### config.mk
export PLATFORM = sky130hd
export DESIGN_NAME = shift_arbiter_seq_flat
export DESIGN_NICKNAME = d
export VERILOG_FILES = /design/src/rtl/shift_arbiter_seq_pkg.sv /design/src/rtl/shift_arbiter_seq_if.sv /design/src/rtl/shift_arbiter_seq_step.sv /design/src/rtl/shift_arbiter_seq.sv /design/src/flat_wrapper.sv
export SDC_FILE = /design/constraint.sdc
export NUM_CORES = 1
export LEC_CHECK = 0
export CELL_PAD_IN_SITES_DETAIL_PLACEMENT = 1
export CELL_PAD_IN_SITES_GLOBAL_PLACEMENT = 1
export CORE_MARGIN = 2
export CORE_UTILIZATION = 39
export DETAILED_ROUTE_END_ITERATION = 7
export HOLD_SLACK_MARGIN = 0.05
export MAX_ROUTING_LAYER = met4
export PLACE_DENSITY = 0.9
export SLEW_MARGIN = 20
export SYNTH_ARGS = -nofsm -noshare
export SYNTH_HDL_FRONTEND = slang
export SYNTH_HIERARCHICAL = 1
export SYNTH_SLANG_ARGS = --single-unit
### constraint.sdc
create_clock -name i_clk -period 2.5 [get_ports i_clk]
set_input_delay 0.375 -clock i_clk [delete_from_list [all_inputs] [get_ports i_clk]]
set_output_delay 0.375 -clock i_clk [all_outputs]
set_load 0.02 [all_outputs]
### src/rtl/shift_arbiter_seq_pkg.sv
// Shared types and constants for the sequential shift unit.
package shift_pkg;

    localparam int unsigned XLEN = 32;
    localparam int unsigned SHW  = 5;

    typedef enum logic [1:0] {
        SLL  = 2'b00,
        SRL  = 2'b01,
        SRA  = 2'b10,
        RSVD = 2'b11
    } shift_op_e;

    typedef enum logic [1:0] {
        IDLE  = 2'b00,
        SHIFT = 2'b01,
        RESP  = 2'b10
    } seq_state_e;

endpackage

### src/rtl/shift_arbiter_seq_if.sv
// Request/response bundle between two requesters, the shift unit and its consumer.
interface shift_arbiter_seq_if #(
    parameter int unsigned XLEN = shift_pkg::XLEN,
    parameter int unsigned SHW  = shift_pkg::SHW
);

    logic [1:0]                i_req_valid;
    logic [1:0]                o_req_ready;
    logic [1:0][1:0]           i_req_op;
    logic [1:0][XLEN-1:0]      i_req_operand;
    logic [1:0][SHW-1:0]       i_req_shamt;
    logic                      o_rsp_valid;
    logic                      i_rsp_ready;
    logic                      o_rsp_id;
    logic [XLEN-1:0]           o_rsp_data;

    // Shift unit side.
    modport slave (
        input  i_req_valid, i_req_op, i_req_operand, i_req_shamt, i_rsp_ready,
        output o_req_ready, o_rsp_valid, o_rsp_id, o_rsp_data
    );

    // Requester/consumer side.
    modport master (
        output i_req_valid, i_req_op, i_req_operand, i_req_shamt, i_rsp_ready,
        input  o_req_ready, o_rsp_valid, o_rsp_id, o_rsp_data
    );

endinterface

### src/rtl/shift_arbiter_seq_step.sv
// One barrel stage: shifts by 2^k when enabled, otherwise passes data through.
module shift_step #(
    parameter int unsigned XLEN = 32,
    parameter int unsigned SHW  = 5,
    parameter int unsigned KW   = 3
) (
    input  logic [XLEN-1:0]     i_data,
    input  shift_pkg::shift_op_e i_op,
    input  logic [KW-1:0]       i_k,
    input  logic                i_en,
    output logic [XLEN-1:0]     o_data
);

    logic [SHW-1:0] w_amt;

    // Stage shift: the working MSB is the original sign, so SRA stays exact across stages.
    always_comb begin
        w_amt  = SHW'(1) << i_k;
        o_data = i_data;
        if (i_en) begin
            unique case (i_op)
                shift_pkg::SLL: o_data = i_data << w_amt;
                shift_pkg::SRL: o_data = i_data >> w_amt;
                shift_pkg::SRA: o_data = $signed(i_data) >>> w_amt;
                default:        o_data = i_data;
            endcase
        end
    end

endmodule

### src/rtl/shift_arbiter_seq.sv
// Two-requester round-robin arbiter feeding a single iterative barrel stage.
module shift_arbiter_seq #(
    parameter int unsigned XLEN = shift_pkg::XLEN,
    parameter int unsigned SHW  = shift_pkg::SHW
) (
    input  logic              i_clk,
    input  logic              i_rst_n,
    shift_arbiter_seq_if.slave bus
);

    import shift_pkg::*;

    localparam int unsigned KW     = (SHW > 1) ? $clog2(SHW) : 1;
    localparam logic [KW-1:0] LAST_K = KW'(SHW - 1);

    seq_state_e      r_state;
    logic [KW-1:0]   r_k;
    shift_op_e       r_op;
    logic [XLEN-1:0] r_data;
    logic [SHW-1:0]  r_shamt;
    logic            r_id;
    logic            r_last_served;
    logic            r_rsp_valid;

    logic            w_grant_id;
    logic [1:0]      w_ready;
    logic            w_accept;
    logic            w_step_en;
    logic            w_done;
    logic [XLEN-1:0] w_step_out;
    shift_op_e       w_req_op;

    // Grant from current valids only; a tie goes to whoever was not served last.
    always_comb begin
        w_grant_id = 1'b0;
        if (bus.i_req_valid == 2'b10) begin
            w_grant_id = 1'b1;
        end else if (bus.i_req_valid == 2'b11) begin
            w_grant_id = ~r_last_served;
        end
        w_ready = 2'b00;
        if (i_rst_n && (r_state == IDLE) && (|bus.i_req_valid)) begin
            w_ready[w_grant_id] = 1'b1;
        end
    end

    assign bus.o_req_ready = w_ready;
    // Ready is only ever raised towards a valid requester, so ready implies a handshake.
    assign w_accept        = |w_ready;
    assign w_req_op        = shift_op_e'(bus.i_req_op[w_grant_id]);

    // Stage control: finish on the last stage or once no higher shamt bits remain.
    always_comb begin
        w_step_en = r_shamt[r_k];
        w_done    = (r_k == LAST_K) || (((r_shamt >> r_k) >> 1) == '0);
    end

    shift_step #(
        .XLEN (XLEN),
        .SHW  (SHW),
        .KW   (KW)
    ) u_step (
        .i_data (r_data),
        .i_op   (r_op),
        .i_k    (r_k),
        .i_en   (w_step_en),
        .o_data (w_step_out)
    );

    // Sequencer: accept, iterate the stage, hold the result until consumed.
    always_ff @(posedge i_clk or negedge i_rst_n) begin
        if (!i_rst_n) begin
            r_state       <= IDLE;
            r_k           <= '0;
            r_op          <= SLL;
            r_data        <= '0;
            r_shamt       <= '0;
            r_id          <= 1'b0;
            r_last_served <= 1'b1;
            r_rsp_valid   <= 1'b0;
        end else begin
            unique case (r_state)
                IDLE: begin
                    if (w_accept) begin
                        r_op    <= w_req_op;
                        r_data  <= bus.i_req_operand[w_grant_id];
                        // Reserved op: zero shamt gives a single pass-through stage.
                        r_shamt <= (w_req_op == RSVD) ? '0 : bus.i_req_shamt[w_grant_id];
                        r_id    <= w_grant_id;
                        r_k     <= '0;
                        r_state <= SHIFT;
                    end
                end
                SHIFT: begin
                    r_data <= w_step_out;
                    if (w_done) begin
                        r_rsp_valid <= 1'b1;
                        r_state     <= RESP;
                    end else begin
                        r_k <= r_k + KW'(1);
                    end
                end
                RESP: begin
                    if (bus.i_rsp_ready) begin
                        r_last_served <= r_id;
                        r_rsp_valid   <= 1'b0;
                        r_state       <= IDLE;
                    end
                end
                default: r_state <= IDLE;
            endcase
        end
    end

    assign bus.o_rsp_valid = r_rsp_valid;
    assign bus.o_rsp_data  = r_data;
    assign bus.o_rsp_id    = r_id;

endmodule

### src/flat_wrapper.sv
// flat-port wrapper written by rule: the top's interface ports become plain ports
module shift_arbiter_seq_flat import shift_pkg::*;
#(
    parameter int unsigned XLEN = shift_pkg::XLEN,
    parameter int unsigned SHW  = shift_pkg::SHW
)
  (i_clk, i_rst_n, bus_i_req_valid, bus_i_req_op, bus_i_req_operand, bus_i_req_shamt, bus_i_rsp_ready, bus_o_req_ready, bus_o_rsp_valid, bus_o_rsp_id, bus_o_rsp_data);
  shift_arbiter_seq_if #(.XLEN(XLEN), .SHW(SHW)) bus_i ();
  input  logic i_clk;
  input  logic i_rst_n;
  input wire logic [$bits(bus_i.i_req_valid)-1:0] bus_i_req_valid;
  input wire logic [$bits(bus_i.i_req_op)-1:0] bus_i_req_op;
  input wire logic [$bits(bus_i.i_req_operand)-1:0] bus_i_req_operand;
  input wire logic [$bits(bus_i.i_req_shamt)-1:0] bus_i_req_shamt;
  input wire logic [$bits(bus_i.i_rsp_ready)-1:0] bus_i_rsp_ready;
  output wire logic [$bits(bus_i.o_req_ready)-1:0] bus_o_req_ready;
  output wire logic [$bits(bus_i.o_rsp_valid)-1:0] bus_o_rsp_valid;
  output wire logic [$bits(bus_i.o_rsp_id)-1:0] bus_o_rsp_id;
  output wire logic [$bits(bus_i.o_rsp_data)-1:0] bus_o_rsp_data;
  assign bus_i.i_req_valid = bus_i_req_valid;
  assign bus_i.i_req_op = bus_i_req_op;
  assign bus_i.i_req_operand = bus_i_req_operand;
  assign bus_i.i_req_shamt = bus_i_req_shamt;
  assign bus_i.i_rsp_ready = bus_i_rsp_ready;
  assign bus_o_req_ready = bus_i.o_req_ready;
  assign bus_o_rsp_valid = bus_i.o_rsp_valid;
  assign bus_o_rsp_id = bus_i.o_rsp_id;
  assign bus_o_rsp_data = bus_i.o_rsp_data;
  shift_arbiter_seq #(.XLEN(XLEN), .SHW(SHW)) u_core (.i_clk(i_clk), .i_rst_n(i_rst_n), .bus(bus_i));
endmodule
# Yosys cells after proc, flatten, opt, wreduce, memory -nomap -nowiden
# Cells that the tools add are included.
# totals
in_bits	83
register_bits	47
elab_cells	77
# classes
n_reduce_logical	17
shift	5
addsub	1
n_bitwise	1
n_mux	28
n_eq_ne	14
magnitude_cmp	3
# ops
cell	count
$mux 32	4
$pmux 32 s3	1
$pmux 32 s2	1
$shl 32x5->32	1
$shr 32x5->32	1
$sshr 32x5->32	1
$mux 5	3
$mux 2	6
$eq 2x2->1 const B	5
$reduce_and 3->1	3
$mux 1	6
$mux 3	2
$ne 2x2->1 const B	3
$pmux 2 s3	1
$pmux 3 s2	1
$logic_not 5->1	1
$shl 1x3->5 const A	1
$shr 5x3->5	1
$eq 2x1->1 const B	2
$logic_not 2->1	2
$lt 3x4->1 const B	1
$ne 2x1->1 const B	2
$ne 4x4->1 const B	1
$reduce_and 2->1	2
13 further kinds	17

# Longest topological paths before layout
# logic_depth
ltp_word	11
depth_mapped	11
depth_no_buf	11

# By module
# The synthesis kept the hierarchy.
# by_module_without_submodules
module	instances	cells_each	area_each_um2
shift_step	1	532	3671.0
shift_arbiter_seq	1	329	2678.8

# Least setup slack after synthesis
# Ideal clock, no wire load.
# synth_path
path_kind	reg-to-reg
from	reg u_core.r_k[2]
to	reg u_core.r_data[5] (netlist: u_core/bus.o_rsp_data[5])
stages_incl_launch_ff	12
setup_slack_ns	0.450
setup_time_ns	0.121
required_time_ns	2.379
arrival_ns	1.929
cell_sequence	dfrtp_1 -> nand2_1 -> a2bb2oi_1 -> o22a_1 -> a21oi_1 -> a21boi_2 -> o41ai_2 -> a221oi_2 -> a21oi_1 -> a2bb2oi_1 -> nand2_1 -> o21ai_1
# synth_between
word_cells_on_any_way	11
classes_between	eq/ne: 1; shift: 4; mux: 5; reduce/logical: 1
# synth_rtl
element	line_no	rtl
start: declaration	shift_arbiter_seq.sv:17	logic [KW-1:0] r_k;
start signal: assignment	shift_arbiter_seq.sv:100	r_k <= r_k + KW'(1);
$bmux 1 s3	shift_arbiter_seq.sv:54	w_step_en = r_shamt[r_k];
$mux 1 (implied by the code)	shift_arbiter_seq.sv:54	
named net u_core.w_step_en	shift_arbiter_seq.sv:28	logic w_step_en;
$ne 2x2->1 (no line)	n/a	
$reduce_and 4->1 (no line)	n/a	
end signal: assignment	shift_arbiter_seq.sv:86	r_data <= bus.i_req_operand[w_grant_id];
end signal: assignment	shift_arbiter_seq.sv:95	r_data <= w_step_out;
end: declaration	shift_arbiter_seq.sv:19	logic [XLEN-1:0] r_data;
# The timed path passes the listed nets, and every way through them passes these cells. The select of a mux whose other input is x is not followed.
# A chain may end at the register's enable or synchronous reset.

# Worst setup path after layout
# layout_path
from	reg u_core.r_k[2]
to	reg u_core.r_data[13] (netlist: u_core/bus.o_rsp_data[13])
# layout_between
elab_chain_cells	5
word_cells_on_any_way	11
classes_between	eq/ne: 1; shift: 4; mux: 5; reduce/logical: 1
# layout_lines
element	line_no	rtl
$shl 1x3->5 (*)	shift_arbiter_seq_step.sv:18	w_amt = SHW'(1) << i_k;
$sshr 32x5->32 (tied with other cells)	shift_arbiter_seq_step.sv:24	shift_pkg::SRA: o_data = $signed(i_data) >>> w_amt;
$pmux 32 s3 (*)	shift_arbiter_seq_step.sv:21	unique case (i_op)
$mux 32 (*)	shift_arbiter_seq_step.sv:20	if (i_en) begin
named net u_core.w_step_out[13]	shift_arbiter_seq.sv:30	logic [XLEN-1:0] w_step_out;
$pmux 32 s2 (*)	shift_arbiter_seq.sv:82	unique case (r_state)
# Mark *: on every way through the listed nets, which the timed path passes. The rest lies on a longest branch. The select of a mux whose other input is x is not followed.

==> summary.md <==
| Metric | Value |
|---|---|
| Grt ovf | `0` |
| Root Driver | `clkbuf_16` |
| Net Count, Synth | `946` |
| Post-route ant nets | `0` |
| Most frequent cell after synthesis | `nand2_1` |
| EDFF count, synth | `0` |
| Synth cell count leaders | `nand2_1, o21ai_0, nor2_1` |
| CP endpoint kind | `flop` |
| Pwr dens | `1693 nW/um^2` |
| Synth top area share | `18.13%` |
| Outcome | `finished, violations left` |
| Core Box Area | `15890 um^2` |
| FF-to-FF path depth | `9` |
| Synth warn | `6` |
| Critical Path RT | `2720 ps` |
| Die area | `17320 um^2` |
| Syn Std Cell Area | `6350 um^2` |
| Synth cell types | `84` |
| GRT Total Usage | `34.31%` |
| Largest net degree at the start of global routing | `61` |
| WP data arrival | `2730 ps` |
| Top_reg_cell synth | `dfrtp_1` |
| Final core utilization | `50.15%` |
| MaxCap Viol Count | `0` |
| Vias | `7916` |
| Worst Slack Setup Final | `-3.322 ps` |
| TritonCTS Sinks | `47` |
| Reg-to-reg slack, setup | `-3 ps` |
| Ant. Diodes | `0` |
| Fraction of registers with async set/reset | `100.0%` |
| Fin. max-slew vios | `0` |
| Crit Path Class | `flop to flop` |
| Startpoint types | `flop` |
| RSZ-0062 raised after global routing | `false` |
| Area leader, netlist | `dfrtp_1` |
| Reg-to-Reg Start | `u_core/r_k[2]` |
| Setup Viol. Count Final | `1` |
| Die height | `131.6 um` |
| Worst VDD drop | `0.9651 mV` |
| Ports | `119` |
| Seq/Total Area, Yosys | `18.54%` |
| DP HPWL | `21110 um` |
| Die width | `131.6 um` |
| Global-route wire length before repair | `46090 um` |
| Post-detailed-routing wire length | `29850 um` |
| WHS | `191.3 ps` |
| Worst-path clk slew | `80 ps` |
| Hold Crit Class | `input pin to asynchronous set/reset pin` |
| I/O Buffers | `118` |
| Fin crit period | `2503 ps` |
| CTS tree | `yes` |
| WL per Instance | `25.53 um` |
| Starting Density | `39.97%` |
| CTS buffer count | `5` |
| Leakage | `0.003174 uW` |
| Clock tree buffer depth | `2` |
| # DRC | `0` |
| Peak Freq | `0.3995 GHz` |
| Setup Skew | `10.08 ps` |
| Vias in the first global route | `8121` |
| DR pass1 iterations | `6` |
| Share of cells above drive strength 1 | `15.42%` |
| Mapped Cells | `861` |
| Max H-tree Level | `2` |
| Nets | `1037` |
| Worst slew margin | `51.19%` |
| DRT iter0 DRCs | `1096` |
| Initial antenna violation count | `0` |
| Gpl congestion | `1.077` |
| Worst-skew pair later-pin latency | `300 ps` |
| Avg Cell Area, Syn | `7.375 um^2` |
| Tightest Pin Transition | `732.2 ps` |
| Via density | `6.772` |
| Crit Reg-Reg Endpoint | `u_core/bus.o_rsp_data[13]` |
| Crit share post-route | `100.1%` |
| Failing checks | `setup timing` |
| Critical path fanouts, max | `25` |
| Ranking of synthesized cells by area | `dfrtp_1, nand2_1, o21ai_0, mux4_2, mux2i_1` |
| Filler Cell Count | `1975` |
| Count of final hold-check violations | `0` |
| Cts hold-fix bufs | `0` |
| Layout area overhead | `25.46%` |
| Site row count | `46` |
| Register bit total from synthesis | `47` |
power breakdown:
part,internal [uW],switching (uW)
Combinational,4320,5910
Sequential,1150,1380
Clock,378,347
Total,5850,7630
per-layer routing:
metal,wire [um],GRT usage (%),up-vias,share of wire [%]
li1,-,-,3326,-
met1,11380,42.89,3878,38
met2,13840,54.30,561,46
met3,3130,5.903,151,10
met4,1501,15.64,0,5.0
met5,0,-,-,0
kinds of logic after synthesis:
family	synth area share, %
AND/OR/NAND/NOR	23.68
AO/OA/AOI/OAI	31.59
buffers and inverters	10.23
multiplexers	14.88
flip-flops	18.54
XOR/XNOR	0.6898
adder cells (fa/ha/maj)	0.3940
timing repair:
action,CTS,global route
gates resized for setup,0,4
setup endpoints to repair,0,5
setup buffers,0,7
cell usage in the layout, fill, tap and decap left out, types with 9 or more instances in the layout:
master,n
a21oi_1,41
a22oi_1,9
a31oi_1,13
and3_1,32
buf_4,60
clkdlybuf4s50_1,116
dfrtp_1,43
inv_1,9
mux2_2,9
mux2i_1,34
mux4_2,17
nand2_1,171
nand2b_1,15
nand3_1,16
nor2_1,47
o211ai_1,12
o21ai_0,88
o21ai_1,42
o221ai_1,10
o22ai_1,14
metrics by stage:
stage               setup slack [ps]  TNS [ps]  instance area, um^2  cells  total power (uW)
finish                        -3.322    -3.322                 7966   1169             13490
global route                   8.372         0                 7966   1169             14010
CTS                            68.69         0                 7901   1162             12950
detailed placement             179.9         0                 7754   1154             12140
global placement               221.4         0                 7754   1154             11870
floorplan                      449.8         0                 6350    861              8409
worst max-delay path by stage:
stage,start,end,slack [ps],depth (start not counted)
detailed placement,u_core/r_k[1],u_core/bus.o_rsp_data[3],180,9
global route,u_core/r_k[2],u_core/bus.o_rsp_data[3],8,9
global placement,u_core/r_k[0],u_core/bus.o_rsp_data[11],220,9
finish,u_core/r_k[2],u_core/bus.o_rsp_data[13],-3,9
CTS,u_core/r_state[0],bus_o_req_ready[0],70,4
floorplan,u_core/r_k[2],u_core/bus.o_rsp_data[5],450,11
critical path: stages (launching register included):
cell,delay (ps)
dfrtp_2,400
buf_4,290
buf_4,240
nand2b_1,390
o221ai_1,180
a21oi_1,150
o32ai_1,100
a31oi_1,450
nand2_1,110
o21ai_1,110
layout make-up:
class / instances / area [um^2] / share of cell area [%]
Tap cell: 216 / 270.3 / 3.392
Timing Repair Buffer: 186 / 1789 / 22.46
Clock inverter: 3 / 22.52 / 0.2827
Multi-Input combinational cell: 702 / 4536 / 56.93
Sequential cell: 47 / 1186 / 14.89
Inverter: 10 / 37.54 / 0.4712
Clock buffer: 5 / 125.1 / 1.571
state kept, by name (all words and copies together), names as in the netlist:
name,count
u_core/r_shamt,5
u_core/r_k,3
u_core/r_op,2
u_core/r_state,2
u_core/r_last_served,1
u_core/bus.o_rsp_id,1
u_core/bus.o_rsp_data,32
u_core/bus.o_rsp_valid,1
No activity file was read; power rests on OpenSTA's default activity.
